## src/rtl/rr_arbiter4.sv

```systemverilog
// Four-requester round-robin arbiter driving the select of a shared 4:1 datapath mux.
// Grants are held until done, withdrawal or a MAX_HOLD-cycle timeout.
module rr_arbiter4 #(
    parameter int unsigned MAX_HOLD = 16
) (
    input  logic       clk,
    input  logic       reset,
    input  logic [3:0] req_i,
    input  logic       done_i,
    output logic [3:0] grant_o,
    output logic [1:0] select_o,
    output logic       busy_o,
    output logic       timeout_o
);

    localparam int unsigned CntW = $clog2(MAX_HOLD) + 1;
    localparam logic [CntW-1:0] HoldLast = CntW'(MAX_HOLD - 1);

    typedef enum logic [0:0] {StIdle, StGrant} state_e;

    state_e          state;
    logic [1:0]      last;
    logic [CntW-1:0] hold_cnt;

    logic [1:0] winner;
    logic       any_req;

    // Scan from the requester after the last winner so priority rotates.
    always_comb begin
        winner  = 2'd0;
        any_req = 1'b0;
        for (int i = 1; i <= 4; i++) begin
            logic [1:0] idx;
            idx = last + 2'(i);
            if (!any_req && req_i[idx]) begin
                winner  = idx;
                any_req = 1'b1;
            end
        end
    end

    always_ff @(posedge clk) begin
        if (reset) begin
            state     <= StIdle;
            grant_o   <= 4'b0000;
            select_o  <= 2'd0;
            busy_o    <= 1'b0;
            timeout_o <= 1'b0;
            last      <= 2'd3;
            hold_cnt  <= '0;
        end else begin
            timeout_o <= 1'b0;
            unique case (state)
                StIdle: begin
                    if (any_req) begin
                        state    <= StGrant;
                        grant_o  <= 4'b0001 << winner;
                        select_o <= winner;
                        busy_o   <= 1'b1;
                        last     <= winner;
                        hold_cnt <= '0;
                    end
                end
                StGrant: begin
                    // select_o is kept on release so the mux output stays stable.
                    if (done_i || !req_i[select_o]) begin
                        state   <= StIdle;
                        grant_o <= 4'b0000;
                        busy_o  <= 1'b0;
                    end else if (hold_cnt == HoldLast) begin
                        state     <= StIdle;
                        grant_o   <= 4'b0000;
                        busy_o    <= 1'b0;
                        timeout_o <= 1'b1;
                    end else begin
                        hold_cnt <= hold_cnt + 1'b1;
                    end
                end
                default: state <= StIdle;
            endcase
        end
    end

endmodule

```

## config.mk

```make
export PLATFORM = sky130hd
export DESIGN_NAME = rr_arbiter4
export DESIGN_NICKNAME = d
export VERILOG_FILES = /design/src/rtl/rr_arbiter4.sv
export SDC_FILE = /design/constraint.sdc
export NUM_CORES = 1
export LEC_CHECK = 0
export ABC_AREA = 1
export BUFFER_PORTS_ARGS = -buffer_cell sky130_fd_sc_hd__buf_4
export CAP_MARGIN = 20
export CORE_MARGIN = 10
export CORE_UTILIZATION = 50
export DETAILED_ROUTE_END_ITERATION = 16
export GPL_ROUTABILITY_DRIVEN = 1
export PLACE_DENSITY = 0.71
export SETUP_SLACK_MARGIN = 0.02
export SLEW_MARGIN = 25
export SYNTH_ARGS = -nofsm -noshare
export SYNTH_HDL_FRONTEND = slang
export SYNTH_SLANG_ARGS = --single-unit
```

## constraint.sdc

```tcl
create_clock -name clk -period 1.8 [get_ports clk]
set_input_delay 0.27 -clock clk [delete_from_list [all_inputs] [get_ports clk]]
set_output_delay 0.27 -clock clk [all_outputs]
set_load 0.1 [all_outputs]
```

==> flow_summary_export.csv <==
group,metric,value,unit
logic_synthesis,synthAdderAreaFrac,0.0242,
sta,rsz0062_at_grt,"no",
sta,worst_pin_slew,0.281,ns
critical_path,critical_path_peak_fanout,5,
logic_synthesis,post_synth_main_area_contributors,"sky130_fd_sc_hd__dfxtp_1, sky130_fd_sc_hd__nand2_1, sky130_fd_sc_hd__nand2_4",
logic_synthesis,synth_top_cell_area_share,0.310,
pwr,power.static_leakage,0.592,nW
global_route,grtUsageTotal,0.107,
floorplan,initial_core_util,0.526,
placed_design,pre_cts_ws,0.108,ns
detailed_routing,wirelength,2190,um
clock_tree,total_clock_buffers_created_by_cts,3,
sta,fmax,626,MHz
finish,finish.net_count,176,
logic_synthesis,synthMuxAreaShare,0,
sta,final_setup_violating_endpoints,0,
finish,fin_area,1220,sq um
sta,hold_violations,0,
critical_path,timing_worst_setup_path_type,"flop to flop",
logic_synthesis,ys_ff_latch,16,
detailed_routing,route.vias.total,917,
pwr,finalPower,2.45,mW
placed_design,placed_cell_area,1170,sq um
logic_synthesis,synth.most_common_cell,"sky130_fd_sc_hd__nand2_1",
detailed_routing,route.antenna.remaining_nets,0,
logic_synthesis,synth_top_cells_by_count,"sky130_fd_sc_hd__nand2_1, sky130_fd_sc_hd__inv_1, sky130_fd_sc_hd__dfxtp_1, sky130_fd_sc_hd__nand3_1",
clock_tree,cts.reportedPaths.clkPinSlew,0.09,ns
placed_design,total_half_perimeter_wirelength_after_legalization_and_detailed_placement,1740,um
pwr,ir_worst_vdd,1.58,mV
global_route,first_global_vias,862,
finish,post_route_cells_drive_above_1_share,0.277,
detailed_routing,route.detailed.drc,0,
clock_tree,cts_tree,"done",
finish,area_growth,17.9,%
floorplan,fp.dieArea,4280,sq um
global_route,maximum_number_of_pins_on_one_net_before_global_route_repair,13,
logic_synthesis,post_synth_xor_area_fraction,0.00848,
sta,layout_setup_ws,0.202,ns
run_status,outcome,"complete, no violations",
floorplan,top_level_ports,15,
placed_design,placed_cells,188,
sta,post-route-min-period,1.60,ns
sta,timing.hold.ws,0.217,ns
clock_tree,ctsHtreeMaxLevel,1,
global_route,grt_pass1_wl,3710,um
detailed_routing,drt-initial-drc-count,53,
global_route,grt_antenna_before_repair,0,
logic_synthesis,synth_cell_type_count,27,
floorplan,die_width,65.4,um
global_route,grt_remaining_overflow,0,
finish,diodes,0,
logic_synthesis,synth_compound_gate_area_share,0.116,
pwr,power-per-cell-area,2020,nW/um^2
sta,relSlewSlack,0.814,
clock_tree,clock-root-buffer,"sky130_fd_sc_hd__clkbuf_4",
logic_synthesis,synth.largest_area_cell,"sky130_fd_sc_hd__dfxtp_1",
floorplan,design.core.area,1960,sq um
logic_synthesis,ys_seq_area_frac,0.310,
critical_path,kind_of_end_point_of_the_critical_path,"flop",
sta,setup-tns-final,0,ns
logic_synthesis,synth_edf_count,0,
floorplan,core.rowCount,16,
floorplan,die_height,65.4,um
logic_synthesis,synth_top_family_by_area,"simple AND/OR/NAND/NOR gates",
logic_synthesis,ys_warn_count,0,
hold_path,hold_path.class,"input pin to flop",
logic_synthesis,synth_simple_gate_area_frac,0.430,
detailed_routing,vias_per_cell,4.75,
critical_path,worst_ep_required_time,1.99,ns
critical_path,cp.arrival,1.79,ns
finish,nFillCells,186,
logic_synthesis,synth_ff_type,"sky130_fd_sc_hd__dfxtp_1",
finish,post-route-util,0.621,
placed_design,place_congestion,0.844,
clock_tree,cts_sinks,16,
logic_synthesis,syn_nets,157,
sta,final.setup_skew,0.00757,ns
detailed_routing,wire_per_inst,11.3,um
placed_design,io_buffers,14,
flow_run,maxCapViolations,0,
clock_tree,insertion_delay,0.29,ns
finish,layout.cells.non_filler,193,
detailed_routing,drt_first_pass_iters,4,
logic_synthesis,post_synth.cell_area_avg,6.97,sq um
logic_synthesis,synth_async_sr_flop_share,0,
sta,finalMaxSlewViolations,0,
clock_tree,cts.hold.buffers_added,0,
logic_synthesis,synth.cell_area,1030,sq um
clock_tree,cts_repair_resize_count,0,
critical_path,critical_path.startpoint_type,"flop",
logic_synthesis,syn_inst,148,
clock_tree,clk_path_buf_depth,2,
sta,final_min_period_over_clock_period,0.888,
-- logic make-up after synthesis --
| kind of cell | after synthesis |
|---|---|
| xor gates and xnor gates | 1 |
| buffers and inverters | 25 |
| AOI/OAI and AO/OA | 19 |
| adders and majority gates | 2 |
| and+or+nand+nor | 85 |
| DFF | 16 |
-- layout make-up --
cell class                 instances  area (sq um)  share of cell area
inverter                          23          93.8              0.0771
multi-input combinational        107           598               0.491
tap                               27          33.8              0.0277
timing repair buffer              16           133               0.109
sequential                        16           323               0.265
clock buffer                       4          36.3              0.0298
-- worst paths after layout --
check	endpoint	cells after the start	slack (ns)	startpoint
hold reg to reg	busy_o$_SDFFE_PP0P_	2	0.47	busy_o$_SDFFE_PP0P_
setup / recovery	hold_cnt[0]$_SDFFE_PP0P_	11	0.20	hold_cnt[0]$_SDFFE_PP0P_
setup reg to reg	hold_cnt[0]$_SDFFE_PP0P_	11	0.20	hold_cnt[0]$_SDFFE_PP0P_
hold / removal	hold_cnt[1]$_SDFFE_PP0P_	2	0.22	reset
-- state kept, by name, summed over array words and instances (netlist names) --
name       cells
last           2
select_o       2
timeout_o      1
grant_o        4
state          1
hold_cnt       5
busy_o         1
-- where the power goes --
group	internal (mW)	leakage, nW	switching [mW]	total (mW)
clock	0.123	0.0210	0.113	0.237
combinational	0.474	0.439	1.21	1.69
sequential	0.455	0.132	0.0755	0.530
-- cell usage in the layout, fill, tap and decap left out --
| master | count |
|---|---|
| sky130_fd_sc_hd__nor2_1 | 8 |
| sky130_fd_sc_hd__nor2_8 | 1 |
| sky130_fd_sc_hd__nand2_4 | 6 |
| sky130_fd_sc_hd__nand4_1 | 5 |
| sky130_fd_sc_hd__inv_2 | 4 |
| sky130_fd_sc_hd__nand3_4 | 1 |
| sky130_fd_sc_hd__nand2_2 | 8 |
| sky130_fd_sc_hd__and2_1 | 1 |
| sky130_fd_sc_hd__buf_4 | 15 |
| sky130_fd_sc_hd__clkinv_1 | 1 |
| sky130_fd_sc_hd__clkbuf_4 | 3 |
| sky130_fd_sc_hd__clkbuf_8 | 1 |
| sky130_fd_sc_hd__nand2_1 | 44 |
| sky130_fd_sc_hd__o22ai_1 | 1 |
| sky130_fd_sc_hd__xor2_1 | 1 |
| sky130_fd_sc_hd__a21oi_2 | 2 |
| sky130_fd_sc_hd__nor2_2 | 1 |
| sky130_fd_sc_hd__a21boi_0 | 1 |
| sky130_fd_sc_hd__o211ai_1 | 5 |
| sky130_fd_sc_hd__nor3_1 | 1 |
| sky130_fd_sc_hd__ha_1 | 2 |
| sky130_fd_sc_hd__buf_12 | 1 |
| sky130_fd_sc_hd__inv_8 | 1 |
| sky130_fd_sc_hd__inv_1 | 17 |
| sky130_fd_sc_hd__a21oi_1 | 8 |
| sky130_fd_sc_hd__o21ai_0 | 1 |
| sky130_fd_sc_hd__a31oi_1 | 1 |
| sky130_fd_sc_hd__dfxtp_2 | 2 |
| sky130_fd_sc_hd__nand3_1 | 9 |
| sky130_fd_sc_hd__dfxtp_1 | 14 |
-- layer usage --
layer / up-vias / wire (um) / GRT usage
li1: 511 / - / -
met5: - / 0 / 0
met4: 0 / 39 / 0.0508
met2: 14 / 1130 / 0.196
met3: 5 / 80 / 0.0271
met1: 387 / 934 / 0.110
-- what timing repair did --
item                                    in CTS  in global routing
setup buffers                                0                  1
endpoints found under the setup margin       0                 10
endpoints found under the hold margin        0                  0
-- worst max-delay path, stage by stage (launching register included) --
cell                       delay, ns
sky130_fd_sc_hd__dfxtp_1        0.34
sky130_fd_sc_hd__ha_1           0.21
sky130_fd_sc_hd__nand2_1        0.08
sky130_fd_sc_hd__nor2_1         0.05
sky130_fd_sc_hd__ha_1           0.17
sky130_fd_sc_hd__inv_1          0.07
sky130_fd_sc_hd__nand4_1        0.13
sky130_fd_sc_hd__buf_4          0.19
sky130_fd_sc_hd__nand2_4        0.08
sky130_fd_sc_hd__nand2_1        0.05
sky130_fd_sc_hd__o211ai_1       0.07
sky130_fd_sc_hd__inv_1          0.05
(Power assumes the default switching activity.)
